`src/rtl/morse_game_ctrl.sv`:
```
// Two-player morse spy-game control on a single clock qualified by tick.
// Player 1 keys a message into a symbol buffer; player 2 replays it and is
// scored symbol by symbol with a miss limit and an inactivity timeout.
module morse_game_ctrl #(
    parameter int unsigned DEPTH         = 16,
    parameter int unsigned ADDR_W        = 4,
    parameter int unsigned DASH_TICKS    = 2,
    parameter int unsigned TIMEOUT_TICKS = 10,
    parameter int unsigned MAX_MISS      = 3
) (
    input  logic              clock,
    input  logic              resetn,
    input  logic              tick,
    input  logic              key_in,
    input  logic              next_in,
    input  logic              done_in,
    output logic [1:0]        state,
    output logic              sym_valid,
    output logic [1:0]        sym,
    output logic [ADDR_W:0]   wr_count,
    output logic [ADDR_W-1:0] rd_addr,
    output logic              match,
    output logic              mismatch,
    output logic [1:0]        miss_count,
    output logic              overflow,
    output logic              win,
    output logic              lose
);

    localparam int unsigned HOLD_W = $clog2(DASH_TICKS + 1);
    localparam int unsigned IDLE_W = $clog2(TIMEOUT_TICKS + 1);

    localparam logic [1:0] SYM_DOT  = 2'b01;
    localparam logic [1:0] SYM_DASH = 2'b11;
    localparam logic [1:0] SYM_SEP  = 2'b10;

    typedef enum logic [1:0] {
        ST_IDLE   = 2'd0,
        ST_P1     = 2'd1,
        ST_P2     = 2'd2,
        ST_RESULT = 2'd3
    } state_t;

    state_t              state_q, state_d;
    logic                key_q;
    logic [HOLD_W-1:0]   hold_cnt_q, hold_cnt_d;
    logic                sym_valid_q, sym_valid_d;
    logic [1:0]          sym_q, sym_d;
    logic [ADDR_W:0]     wr_count_q, wr_count_d;
    logic [ADDR_W-1:0]   rd_addr_q, rd_addr_d;
    logic                match_q, match_d;
    logic                mismatch_q, mismatch_d;
    logic [1:0]          miss_count_q, miss_count_d;
    logic                overflow_q, overflow_d;
    logic                win_q, win_d;
    logic                lose_q, lose_d;
    logic [IDLE_W-1:0]   idle_cnt_q, idle_cnt_d;

    logic [1:0]          mem_q [DEPTH];
    logic                mem_we;

    logic                cls_en;
    logic                press_ev;
    logic                release_ev;
    logic [ADDR_W:0]     wr_next;
    logic [ADDR_W:0]     rd_inc;
    logic [IDLE_W:0]     idle_inc;
    logic [2:0]          miss_inc;
    logic                miss_ev;

    // Press classifier: hold timing and dot/dash/separator pulse generation
    always_comb begin
        cls_en      = (state_q == ST_P1) || (state_q == ST_P2);
        press_ev    = key_in & ~key_q;
        release_ev  = key_q & ~key_in;
        hold_cnt_d  = hold_cnt_q;
        sym_valid_d = 1'b0;
        sym_d       = sym_q;

        if (press_ev) begin
            hold_cnt_d = '0;
        end else if (key_q && key_in && tick && (hold_cnt_q < HOLD_W'(DASH_TICKS))) begin
            hold_cnt_d = hold_cnt_q + HOLD_W'(1);
        end

        // A release outranks a simultaneous separator, which is dropped
        if (cls_en) begin
            if (release_ev) begin
                sym_valid_d = 1'b1;
                sym_d       = (hold_cnt_q >= HOLD_W'(DASH_TICKS)) ? SYM_DASH : SYM_DOT;
            end else if (next_in) begin
                sym_valid_d = 1'b1;
                sym_d       = SYM_SEP;
            end
        end
    end

    // Game FSM: phase sequencing, P1 storage and P2 scoring
    always_comb begin
        state_d      = state_q;
        wr_count_d   = wr_count_q;
        rd_addr_d    = rd_addr_q;
        match_d      = 1'b0;
        mismatch_d   = 1'b0;
        miss_count_d = miss_count_q;
        overflow_d   = overflow_q;
        win_d        = win_q;
        lose_d       = lose_q;
        idle_cnt_d   = idle_cnt_q;
        mem_we       = 1'b0;
        wr_next      = wr_count_q;
        rd_inc       = {1'b0, rd_addr_q} + (ADDR_W+1)'(1);
        idle_inc     = {1'b0, idle_cnt_q} + (IDLE_W+1)'(1);
        miss_inc     = {1'b0, miss_count_q} + 3'd1;
        miss_ev      = 1'b0;

        case (state_q)
            ST_IDLE: begin
                if (done_in) begin
                    state_d      = ST_P1;
                    wr_count_d   = '0;
                    rd_addr_d    = '0;
                    miss_count_d = '0;
                    overflow_d   = 1'b0;
                    win_d        = 1'b0;
                    lose_d       = 1'b0;
                end
            end

            ST_P1: begin
                if (sym_valid_q) begin
                    if (wr_count_q == (ADDR_W+1)'(DEPTH)) begin
                        overflow_d = 1'b1;
                    end else begin
                        mem_we  = 1'b1;
                        wr_next = wr_count_q + (ADDR_W+1)'(1);
                    end
                end
                wr_count_d = wr_next;
                // Same-cycle symbol is counted before the empty-message check
                if (done_in && (wr_next != '0)) begin
                    state_d    = ST_P2;
                    idle_cnt_d = '0;
                end
            end

            ST_P2: begin
                if (sym_valid_q) begin
                    idle_cnt_d = '0;
                    if (sym_q == mem_q[rd_addr_q]) begin
                        match_d = 1'b1;
                        if (rd_inc == wr_count_q) begin
                            state_d = ST_RESULT;
                            win_d   = 1'b1;
                        end else begin
                            rd_addr_d = rd_inc[ADDR_W-1:0];
                        end
                    end else begin
                        miss_ev = 1'b1;
                    end
                end else if (tick) begin
                    if (idle_inc == (IDLE_W+1)'(TIMEOUT_TICKS)) begin
                        miss_ev    = 1'b1;
                        idle_cnt_d = '0;
                    end else begin
                        idle_cnt_d = idle_inc[IDLE_W-1:0];
                    end
                end

                if (miss_ev) begin
                    mismatch_d   = 1'b1;
                    miss_count_d = (miss_inc > 3'd3) ? 2'b11 : miss_inc[1:0];
                    if (miss_inc == 3'(MAX_MISS)) begin
                        state_d = ST_RESULT;
                        lose_d  = 1'b1;
                    end
                end

                // Giving up loses unless the same-cycle comparison just won
                if (done_in && !win_d) begin
                    state_d = ST_RESULT;
                    lose_d  = 1'b1;
                end
            end

            ST_RESULT: begin
                if (done_in) begin
                    state_d = ST_IDLE;
                end
            end

            default: state_d = ST_IDLE;
        endcase
    end

    // State and control registers
    always_ff @(posedge clock or negedge resetn) begin
        if (!resetn) begin
            state_q      <= ST_IDLE;
            key_q        <= 1'b0;
            hold_cnt_q   <= '0;
            sym_valid_q  <= 1'b0;
            sym_q        <= '0;
            wr_count_q   <= '0;
            rd_addr_q    <= '0;
            match_q      <= 1'b0;
            mismatch_q   <= 1'b0;
            miss_count_q <= '0;
            overflow_q   <= 1'b0;
            win_q        <= 1'b0;
            lose_q       <= 1'b0;
            idle_cnt_q   <= '0;
        end else begin
            state_q      <= state_d;
            key_q        <= key_in;
            hold_cnt_q   <= hold_cnt_d;
            sym_valid_q  <= sym_valid_d;
            sym_q        <= sym_d;
            wr_count_q   <= wr_count_d;
            rd_addr_q    <= rd_addr_d;
            match_q      <= match_d;
            mismatch_q   <= mismatch_d;
            miss_count_q <= miss_count_d;
            overflow_q   <= overflow_d;
            win_q        <= win_d;
            lose_q       <= lose_d;
            idle_cnt_q   <= idle_cnt_d;
        end
    end

    // Symbol buffer write port; contents survive reset
    always_ff @(posedge clock) begin
        if (mem_we) begin
            mem_q[wr_count_q[ADDR_W-1:0]] <= sym_q;
        end
    end

    assign state      = state_q;
    assign sym_valid  = sym_valid_q;
    assign sym        = sym_q;
    assign wr_count   = wr_count_q;
    assign rd_addr    = rd_addr_q;
    assign match      = match_q;
    assign mismatch   = mismatch_q;
    assign miss_count = miss_count_q;
    assign overflow   = overflow_q;
    assign win        = win_q;
    assign lose       = lose_q;

endmodule

```
`config.mk`:
```
export PLATFORM = sky130hd
export DESIGN_NAME = morse_game_ctrl
export DESIGN_NICKNAME = d
export VERILOG_FILES = /design/src/rtl/morse_game_ctrl.sv
export SDC_FILE = /design/constraint.sdc
export NUM_CORES = 1
export LEC_CHECK = 0
export ABC_AREA = 1
export CAP_MARGIN = 10
export CELL_PAD_IN_SITES_DETAIL_PLACEMENT = 2
export CELL_PAD_IN_SITES_GLOBAL_PLACEMENT = 2
export CORE_ASPECT_RATIO = 1.5
export CORE_MARGIN = 1
export CORE_UTILIZATION = 39
export DETAILED_ROUTE_END_ITERATION = 10
export GPL_TIMING_DRIVEN = 1
export PLACE_DENSITY = 0.92
export SYNTH_ARGS = -nofsm -noshare
export SYNTH_HDL_FRONTEND = slang
export SYNTH_SLANG_ARGS = --single-unit
```
`constraint.sdc`:
```
create_clock -name clock -period 5.4 [get_ports clock]
set_clock_uncertainty 0.2 [all_clocks]
set_input_delay 0.81 -clock clock [delete_from_list [all_inputs] [get_ports clock]]
set_output_delay 0.81 -clock clock [all_outputs]
set_load 0.02 [all_outputs]
```
# Word-level counts from Yosys, hierarchy flattened
# Memories as Yosys holds them, arrays and structs flattened.
# Cells that the tools add are included.
totals:
  input_bits: 6
  register_bits: 28
  word_cells: 134
  n_memories: 1
  output_inout_bits: 21
  mem_bits_rw: 32
classes:
  n_mux: 64
  n_reduce_logical: 23
  bitwise_logic: 4
  addsub: 5
  n_lt_le_gt_ge: 3
  eq_ne: 20
mem_list:
  columns: ["memory", "depth", "width", "read_ports", "rd_ports_with_merged_regs", "write_ports", "line", "text"]
  rows:
  - ["mem_q", 16, 2, 1, 0, 1, "59", "logic [1:0] mem_q [DEPTH];"]
ops:
  columns: ["operator", "count"]
  rows:
  - ["$mux W2", 16]
  - ["$mux W4", 8]
  - ["$mux W1", 28]
  - ["$mux W5", 4]
  - ["$pmux W4 S2", 2]
  - ["$add A4 B1 Y5 const B", 2]
  - ["$ne A2 B2 Y1 const B", 5]
  - ["$pmux W5 S2", 1]
  - ["$reduce_bool A2 Y1", 5]
  - ["$reduce_and A3 Y1", 3]
  - ["$ne A2 B1 Y1 const B", 4]
  - ["$pmux W2 S4", 1]
  - ["$reduce_and A4 Y1", 2]
  - ["$ne A3 B1 Y1 const B", 2]
  - ["$pmux W1 S2", 3]
  - ["$reduce_and A2 Y1", 3]
  - ["$add A5 B1 Y5 const B", 1]
  - ["$eq A5 B4 Y1 const B", 1]
  - ["$eq A5 B5 Y1", 1]
  - ["$eq A5 B5 Y1 const B", 1]
  - ["$logic_and A1 B1 Y1", 5]
  - ["$reduce_and A5 Y1", 1]
  - ["$reduce_bool A5 Y1", 1]
  - ["$eq A2 B2 Y1 const B", 2]
  - ["15 further kinds", 17]

# Depth between registers and ports, before layout
# Gate-level depths: netlist (run 1).
logic_depth:
  ltp_word: 10
  mapped_depth: 16
  ltp_nobuf: 16

# Worst setup path before layout (run 1)
# OpenSTA, ideal clock, no wires.
synth_path:
  path_type: "flip-flop to flip-flop"
  from: "reg wr_count_q[0] (netlist: wr_count[0])"
  to: "reg state_q[0] (netlist: state[0])"
  required_ps: 5080
  path_buffers: 0
  t_arrival_ps: 1843
  setup_ps: 120
  period_less_slack_ps: 2162
  path_slack_ps: 3238
  stages_incl_launch_ff: 16
  path_cell_list: "dfrtp_1 inv_1 ha_1 inv_1 nor2_2 nand2_1 nand2_1 xor2_1 nand4_1 nand2_1 nand2_1 nand2_1 a21oi_2 nand2_1 nor2_1 a21oi_2"
synth_between:
  elab_chain_cells: 9
  word_cells_on_any_way: 23
  cone_classes: "add/sub: 1; eq/ne: 3; mux: 14; reduce/logical: 5"
synth_lines:
  columns: ["element", "line", "text"]
  rows:
  - ["start: declaration", "49", "logic [ADDR_W:0] wr_count_q, wr_count_d;"]
  - ["start signal: assignment", "219", "wr_count_q <= wr_count_d;"]
  - ["branches (longest 9 deep; another with $add A5 B1 Y5)", null, null]
  - ["end signal: assignment", "214", "state_q <= state_d;"]
  - ["end: declaration", "44", "state_t state_q, state_d;"]
# Parallel ways; which one is timed is not known. The select of a mux whose other input is x is not followed.
# A chain may end at the register's enable or synchronous reset.

# Worst setup path after layout (run 1)
layout_path:
  from: "reg rd_addr_q[0] (netlist: rd_addr[0])"
  to: "out rd_addr[0]"
layout_lines:
  columns: ["element", "line", "text"]
  rows:
  - ["start: declaration", "50", "logic [ADDR_W-1:0] rd_addr_q, rd_addr_d;"]
  - ["start signal: assignment", "220", "rd_addr_q <= rd_addr_d;"]
  - ["end: declaration", "21", "output logic [ADDR_W-1:0] rd_addr,"]
# No word-level cell between the ends.

==> impl_metrics.json, run 1 <==
{
  "status": "complete, no violations",
  "crit_buf_inv": 1,
  "grt_pass1_wl_um": 16570,
  "die_area_mm2": 0.008462,
  "syn_avg_cell_area_um2": 9.094,
  "post_cts_buffers": 0,
  "syn_nets": 365,
  "start_util_pct": 40.93,
  "final_cell_area_mm2": 0.003855,
  "route.vias.total": 2612,
  "viasPerCell": 5.374,
  "first_iter_violations": 174,
  "grtUsageMet3_pct": 5.655,
  "ys_warn_count": 0,
  "finalSetupTns_ns": 0,
  "slew_violations": 0,
  "startpoint_type": "register",
  "drive_gt1_share_pct": 11.20,
  "ys_ff_latch": 60,
  "crit_arrival_ns": 1.95,
  "leakagePower_uw": 0.001668,
  "placed_area_mm2": 0.003515,
  "num_rows": 39,
  "worstHoldPathType": "reg2reg",
  "syn_to_final_growth_pct": 22.17,
  "synthCells": 347,
  "worstRegToRegCells": 13,
  "critPathRequiredTime_ns": 4.39,
  "nets": 397,
  "cts_tree": "done",
  "grt_pass1_vias": 3018,
  "ctsResizeCount": 0,
  "synth_area_mm2": 0.003156,
  "dr.pass1.iters": 4,
  "fin_crit_ns": 2.960,
  "rsz0062_at_grt": "false",
  "endpoint_kind": "primary output",
  "fin_crit_sh_pct": 54.82,
  "antenna_cells": 0,
  "critPathMaxFanout": 23,
  "htree_levels": 3,
  "cts_root_buf": "clkbuf_16",
  "setup_violations": 0,
  "grt.busiest_layer": "met2",
  "grt.total_usage_pct": 28.06,
  "grt_max_degree": 29,
  "tightest_slew_ns": 0.8130,
  "use_met1_pct": 29.78,
  "antenna_found_initial": 0,
  "crit_path_max_incr_delay_ns": 0.86,
  "critical_path_depth": 1,
  "p_per_area_mw_per_mm2": 574.4,
  "cp_cell_sequence": "clkdlybuf4s50_1",
  "numPortBuffers": 26,
  "holdWs_ns": 0.2748,
  "fp.dieH_um": 112.2,
  "numCtsBuffers": 9,
  "clk_latency_ns": 0.34,
  "die_w_um": 75.45,
  "seq_area_frac_synth_pct": 52.66,
  "fillCellCount": 847,
  "hold_viol": 0,
  "coreArea_mm2": 0.007710,
  "io_pins": 27,
  "maxCapViolations": 0,
  "slew_headroom_pct": 45.80,
  "overflow": 0,
  "crit_family": "flip-flops",
  "fin_ws_ns": 2.440,
  "grt_use_met2_pct": 50.83,
  "routed_wirelength_um": 10380,
  "clockBufferDepth": 2,
  "yosysUniqueCellTypes": 32,
  "antenna_left": 0,
  "cts_sinks": 60,
  "critPathKind": "reg2out",
  "dpl_worst_slack_ns": 2.635,
  "wl_per_cell_um": 21.35,
  "crit_slowest_cell": "dfrtp_1",
  "ctsHoldBuffers": 0,
  "fmax_mhz": 337.8,
  "place.detailed.hpwl_um": 7296,
  "max-vdd-ir-drop_v": 0.0003023,
  "drc": 0,
  "place_congestion": 0.9430,
  "path_clk_slew_ns": 0.05,
  "hold_path_depth": 1
}
==> cell type report <==
class | instances | area (µm²) | share of cell area [%]
clock buffers | 9 | 225.2 | 5.842
well taps | 102 | 127.6 | 3.311
repair buffers | 27 | 267.8 | 6.946
multi-input cells | 226 | 1251 | 32.46
clock inverters | 7 | 115.1 | 2.986
inverters | 55 | 206.4 | 5.355
flip-flops and latches | 60 | 1662 | 43.10
==> power breakdown <==
| group | internal [µW] | switching, µW | total [µW] |
|---|---|---|---|
| Sequential | 583 | 150 | 734 |
| Combinational | 277 | 538 | 815 |
| Clock | 449 | 217 | 666 |
| Total | 1310 | 905 | 2210 |
==> cell usage after synthesis <==
master	instances	share of area (%)
ha_1	12	4.8
nor2_4	3	1.1
xnor2_1	3	0.83
buf_2	5	0.79
nor3_2	2	0.63
nand2_2	5	0.99
nand3_1	34	5.4
nor2_1	38	4.5
buf_6	1	0.36
dfrtp_1	28	22
a22oi_1	2	0.48
o21ai_1	9	1.4
or2_2	1	0.20
o21ai_0	7	1.1
nand2_4	1	0.36
o41ai_2	1	0.52
nand3_2	4	1.3
inv_2	4	0.48
xor2_1	6	1.7
nand3b_1	1	0.24
edfxtp_1	32	30
o22a_1	1	0.28
o211ai_1	2	0.48
or2_0	1	0.20
nor2_2	2	0.40
o22ai_1	8	1.6
nor3_1	3	0.48
inv_1	51	6.1
nand2_1	64	7.6
a21oi_1	8	1.3
nand4_1	4	0.79
a21oi_2	4	1.1
==> cell usage in the layout (no fill, tap or decap), types with 3 or more instances in the layout <==
cell / n
a21oi_2: 4
nand2_1: 64
nand2_2: 5
inv_2: 4
dfrtp_1: 28
nor3_1: 3
o22ai_1: 8
a21oi_1: 8
inv_1: 51
edfxtp_1: 32
clkbuf_16: 9
o21ai_1: 9
nand4_1: 4
nor2_1: 38
xnor2_1: 3
o21ai_0: 7
nor2_4: 3
nand3_1: 34
ha_1: 12
bufinv_16: 3
nand3_2: 4
clkdlybuf4s50_1: 26
xor2_1: 6
==> kinds of logic after synthesis <==
family	share of synthesized area, %
and+or+nand+nor	24.15
adders and majority gates	4.758
buffers and inverters	7.692
AOI/OAI and AO/OA	8.247
xor gates and xnor gates	2.498
DFF	52.66
==> metrics by stage <==
stage	cells	utilization [%]	power (µW)
finish	486	50.00	2214
global route	486	50.00	2324
CTS	486	50.00	2224
detailed placement	470	45.59	1524
global placement	470	45.59	1463
floorplan	347	-	1203
==> routing by layer <==
layer	wire [µm]	share of wire [%]
met2	5852	56
met4	393	3.8
met5	0	0
met1	3847	37
met3	282	2.7
==> flip-flops by register name, indices dropped and copies added, names as in the netlist, 2 cells and up <==
name        cells
wr_count        5
state           2
miss_count      2
sym             2
mem_q          32
rd_addr         4
hold_cnt_q      2
idle_cnt_q      4
==> final timing paths <==
check,from,endpoint,slack (ns)
worst max-delay path,rd_addr[0]$_DFFE_PN0P_,rd_addr[0],2.44
worst min-delay path,hold_cnt_q[0]$_DFFE_PN0P_,hold_cnt_q[0]$_DFFE_PN0P_,0.27
worst max register to register,rd_addr[0]$_DFFE_PN0P_,lose$_DFFE_PN0P_,2.50
worst min register to register,hold_cnt_q[0]$_DFFE_PN0P_,hold_cnt_q[0]$_DFFE_PN0P_,0.27
max in group asynchronous,resetn,sym[0]$_DFFE_PN0P_,4.05
min in group asynchronous,resetn,state[1]$_DFFE_PN0P_,0.66
(Power assumes the default switching activity.)
==> run 2, diff against run 1 <==
- CORE_UTILIZATION: 39 -> 36
- PLACE_DENSITY: 0.92 -> 0.86
- clock period: 5.4 -> 3.05 ns (I/O delays scaled with it)
==> run 2 against run 1 <==
Effect of this change:
- setup slack got worse by 1.9 ns
- via count is 1.2% lower
- sequential power is 66% higher
- routed wire length fell by 1.9%
- total power up 72%
- global-route usage down 3.3 points
- final cell count is 1.9% higher
- die area is 8.1% higher
- combinational power up 87%
- utilization shrank 4.3 points
- hold slack hardly changed
==> impl_metrics.json, run 2 (synthesized netlist as in run 1, its figures left out) <==
{
  "cts_root_buf": "clkbuf_16",
  "layout_common_cells": "nand2_1 (64), inv_1 (51), nor2_1 (38)",
  "first_iter_violations": 121,
  "crit_arrival_ns": 2.55,
  "wl_per_cell_um": 20.57,
  "critPathLaunch": "rd_addr[1]$_DFFE_PN0P_",
  "fin_crit_ns": 2.550,
  "cts_tree": "done",
  "critPathRequiredTime_ns": 3.05,
  "worstRegToRegCells": 10,
  "slew_headroom_pct": 64.17,
  "rr_startpoint": "rd_addr[1]$_DFFE_PN0P_",
  "place.detailed.hpwl_um": 7453,
  "path_common_cell": "a21oi_1",
  "numCtsBuffers": 9,
  "io_pins": 27,
  "setup_violations": 0,
  "tightest_slew_ns": 0.5318,
  "ctsResizeCount": 0,
  "slew_violations": 0,
  "ff2ff_setup_slack_ns": 0.50,
  "post_cts_buffers": 0,
  "endpoint_kind": "register",
  "p_per_area_mw_per_mm2": 984.7,
  "worstHoldPathType": "reg2reg",
  "r2r-end": "lose$_DFFE_PN0P_",
  "cts_sinks": 60,
  "grt_pass1_vias": 2936,
  "fin_util_pct": 45.66,
  "grt_pass1_wl_um": 16290,
  "route.vias.total": 2581,
  "grt.total_usage_pct": 24.74,
  "cp_cell_sequence": "ha_1, xor2_1, a21oi_1, o21ai_1, nor3_2, nand3_2, nand3_1, nand2_1, a21oi_1, nor2_1",
  "viasPerCell": 5.214,
  "clockBufferDepth": 2,
  "htree_levels": 3,
  "max-vdd-ir-drop_v": 0.0004518,
  "clk_latency_ns": 0.33,
  "place_congestion": 0.7661,
  "coreArea_mm2": 0.008464,
  "antenna_cells": 0,
  "start_util_pct": 37.28,
  "path_clk_slew_ns": 0.05,
  "fp.dieH_um": 116.7,
  "critPathKind": "reg2reg",
  "crit_end": "lose$_DFFE_PN0P_",
  "drc": 0,
  "finalSetupTns_ns": 0,
  "hold_viol": 0,
  "nets": 401,
  "num_rows": 41,
  "syn_to_final_growth_pct": 22.48,
  "fmax_mhz": 392.2,
  "fin_crit_sh_pct": 83.59,
  "final_common_cell": "nand2_1",
  "crit_path_max_incr_delay_ns": 0.60,
  "critPathMaxFanout": 9,
  "rsz0062_at_grt": "false",
  "maxCapViolations": 0,
  "antenna_left": 0,
  "drive_gt1_share_pct": 11.86,
  "die_w_um": 78.45,
  "numPortBuffers": 26,
  "largest_reg_flops": 32,
  "grt_max_degree": 29,
  "antenna_found_initial": 0,
  "crit_slowest_cell": "dfrtp_1",
  "startpoint_type": "register",
  "ctsHoldBuffers": 0,
  "overflow": 0,
  "status": "complete, no violations",
  "dr.pass1.iters": 4,
  "die_area_mm2": 0.009152,
  "routed_wirelength_um": 10180,
  "leakagePower_uw": 0.001676
}
[run 2: stage by stage]
step           power [µW]  hold slack (ns)  worst slack (ns)  cell area (µm²)  cells
2_1_floorplan        2131         -0.03809            0.8876             3156    347
3_3_place_gp         2627           0.2587            0.6721             3551    479
3_5_place_dp         2720           0.2685            0.5169             3551    479
4_1_cts              3841           0.2790            0.5147             3865    495
5_1_grt              4017           0.3163            0.3105             3865    495
6_report             3806           0.2746            0.5004             3865    495
[run 2: area by class of cell]
cell class,instances,area [µm²]
clock buffers,12,267.8
inverters,55,206.4
fillers,939,4599
repair buffers,31,297.8
well taps,107,133.9
multi-input cells,226,1251
clock inverters,4,46.29
flip-flops and latches,60,1662
[run 2: critical path: cells and delay by family (launching register included)]
| kind | cells | cell delay (ns) |
|---|---|---|
| AOI/OAI and AO/OA | 3 | 0.46 |
| xor gates and xnor gates | 1 | 0.16 |
| adders and majority gates | 1 | 0.35 |
| DFF | 1 | 0.60 |
| and+or+nand+nor | 5 | 0.64 |
[run 2: power breakdown]
part	internal (µW)	switching [µW]
logic	510	1010
registers	1030	188
clock network	700	363
[run 2: routing by layer]
metal / global-route usage, % / part of all wire [%] / vias up
met5: 0 / 0 / -
met4: 10.99 / 2.9 / 0
met3: 5.391 / 3.0 / 17
met2: 49.59 / 59 / 47
met1: 23.67 / 35 / 1304
li1: - / - / 1213
[run 2: worst min-delay path by stage]
stage / from / endpoint / slack (ns) / cells past startpoint
floorplan: resetn / hold_cnt_q[0]$_DFFE_PN0P_ / -0.04 / 0
global placement: hold_cnt_q[0]$_DFFE_PN0P_ / hold_cnt_q[0]$_DFFE_PN0P_ / 0.26 / 1
detailed placement: hold_cnt_q[0]$_DFFE_PN0P_ / hold_cnt_q[0]$_DFFE_PN0P_ / 0.27 / 1
CTS: hold_cnt_q[0]$_DFFE_PN0P_ / hold_cnt_q[0]$_DFFE_PN0P_ / 0.28 / 1
global route: hold_cnt_q[0]$_DFFE_PN0P_ / hold_cnt_q[0]$_DFFE_PN0P_ / 0.32 / 1
finish: hold_cnt_q[0]$_DFFE_PN0P_ / hold_cnt_q[0]$_DFFE_PN0P_ / 0.27 / 1
==> run 3, diff against run 2 <==
- clock period: 3.05 -> 2.4 ns (I/O delays scaled with it)
==> run 3 against run 2 <==
Effect of this change:
- the flow now finishes with violations (setup timing)
- via count rose by 10%
- non-clock buffer count rose by 24
- hold slack worse by 0.052 ns
- critical path type unchanged
==> impl_metrics.json, run 3 (synthesized netlist as in run 1, its figures left out) <==
{
  "status": "complete, but fails checks",
  "violations": "setup timing",
  "largest_reg_flops": 32,
  "num_rows": 41,
  "final_common_cell": "nand2_1",
  "critPathKind": "reg2reg",
  "first_iter_violations": 194,
  "wl_per_cell_um": 26.43,
  "cts_root_buf": "clkbuf_16",
  "crit_path_max_incr_delay_ns": 0.45,
  "htree_levels": 3,
  "tightest_slew_ns": 0.4877,
  "stdcell_count": 519,
  "p_per_area_mw_per_mm2": 1327,
  "crit_buf_inv": 2,
  "coreArea_mm2": 0.008464,
  "fin_util_pct": 51.31,
  "startpoint_type": "register",
  "place_congestion": 0.8467,
  "grt.total_usage_pct": 26.19,
  "slew_violations": 0,
  "fin_ws_ns": -0.05042,
  "overflow": 0,
  "place.detailed.hpwl_um": 7501,
  "path_clk_slew_ns": 0.06,
  "grt_max_degree": 29,
  "grt_pass1_vias": 3125,
  "die_area_mm2": 0.009152,
  "clockBufferDepth": 2,
  "io_pins": 27,
  "route.vias.total": 2845,
  "fp.dieH_um": 116.7,
  "max-vdd-ir-drop_v": 0.0006382,
  "fin_crit_ns": 2.450,
  "maxCapViolations": 0,
  "cts_sinks": 60,
  "antenna_left": 0,
  "start_util_pct": 37.28,
  "ctsHoldBuffers": 0,
  "slew_headroom_pct": 67.27,
  "antenna_found_initial": 0,
  "antenna_cells": 0,
  "crit_arrival_ns": 2.48,
  "numCtsBuffers": 9,
  "viasPerCell": 5.482,
  "worstHoldPathType": "in2async",
  "crit_slowest_cell": "dfrtp_2",
  "cp_cell_sequence": "inv_2, ha_4, inv_1, nor2_4, nand2_1, nand2_2, xor2_2, nand4_1, nand2_1, nand2_2, nand2_1, a21oi_2, nand2_2, nor2_2, a21oi_2",
  "leakagePower_uw": 0.001861,
  "routed_wirelength_um": 13720,
  "endpoint_kind": "register",
  "hold_viol": 0,
  "numPortBuffers": 26,
  "dpl_worst_slack_ns": 0.01492,
  "layout_common_cells": "nand2_1 (53), inv_1 (49), nor2_1 (33)",
  "die_w_um": 78.45,
  "drive_gt1_share_pct": 27.18,
  "rsz0062_at_grt": "true",
  "critPathRequiredTime_ns": 2.43,
  "nets": 426,
  "fmax_mhz": 408.1,
  "critPathMaxFanout": 4,
  "fillCellCount": 866,
  "clk_latency_ns": 0.34,
  "placed_area_mm2": 0.003611,
  "fin_crit_sh_pct": 102.1,
  "final_cell_area_mm2": 0.004343,
  "setup_violations": 8,
  "syn_to_final_growth_pct": 37.63,
  "holdWs_ns": 0.2225,
  "drc": 0,
  "crit_family": "simple AND/OR/NAND/NOR gates",
  "cts_tree": "done",
  "dp_cells": 487,
  "dr.pass1.iters": 4,
  "grt_pass1_wl_um": 17120
}
[run 3: changes by cell type in the layout (fill, tap and decap cells not counted), moves of 3 or more]
cell | before | now
nand3_2 | 4 | 15
dfrtp_1 | 28 | 25
nand3_1 | 34 | 21
ha_4 | 0 | 3
buf_4 | 5 | 26
nand2_2 | 5 | 13
nand2_4 | 1 | 4
nor2_1 | 38 | 33
ha_1 | 12 | 9
nand2_1 | 64 | 53
nor2_2 | 2 | 5
[run 3: through the flow]
stage	TNS [ns]	power, µW
2_1_floorplan	0	2708
3_3_place_gp	0	3412
3_5_place_dp	0	3532
4_1_cts	0	5174
5_1_grt	-1.942	6002
6_report	-0.2246	5761
[run 3: cell type report]
cell class / count / area, µm² / share of cell area, %
Sequential cell: 60 / 1668 / 38.40
Inverter: 55 / 216.5 / 4.984
Timing Repair Buffer: 55 / 511.7 / 11.78
Clock buffer: 10 / 229.0 / 5.272
Clock inverter: 5 / 101.3 / 2.334
Tap cell: 107 / 133.9 / 3.083
Timing Repair inverter: 1 / 6.256 / 0.1441
Multi-Input combinational cell: 226 / 1476 / 34.00
[run 3: final timing paths]
kind | from | end | slack, ns | cells past startpoint
max in group asynchronous | resetn | rd_addr[0]$_DFFE_PN0P_ | 1.46 | 2
worst max-delay path | wr_count[1]$_DFFE_PN0P_ | state[0]$_DFFE_PN0P_ | -0.05 | 15
worst min register to register | hold_cnt_q[0]$_DFFE_PN0P_ | hold_cnt_q[0]$_DFFE_PN0P_ | 0.28 | 1
min in group clock | hold_cnt_q[0]$_DFFE_PN0P_ | hold_cnt_q[0]$_DFFE_PN0P_ | 0.28 | 1
worst min-delay path | resetn | miss_count[0]$_DFFE_PN0P_ | 0.22 | 2
worst max register to register | wr_count[1]$_DFFE_PN0P_ | state[0]$_DFFE_PN0P_ | -0.05 | 15
[run 3: layer usage]
layer,global-route usage [%],wire length [µm],up-vias,part of all wire [%]
li1,-,-,1264,-
met1,26.05,4908,1441,36
met4,16.30,828,0,6.0
met5,0,0,-,0
met2,49.53,7459,91,54
met3,5.156,522,49,3.8
[run 3: what timing repair did]
item,4_1_cts,5_1_grt
hold endpoints to repair,0,0
resized for setup,6,60
gates cloned,0,2
pin swaps,0,21
setup endpoints to repair,32,43
setup buffers,3,12
[run 3: power breakdown]
group	internal, µW	switching (µW)
logic	972	1740
clock network	1010	493
registers	1320	227
total	3300	2460
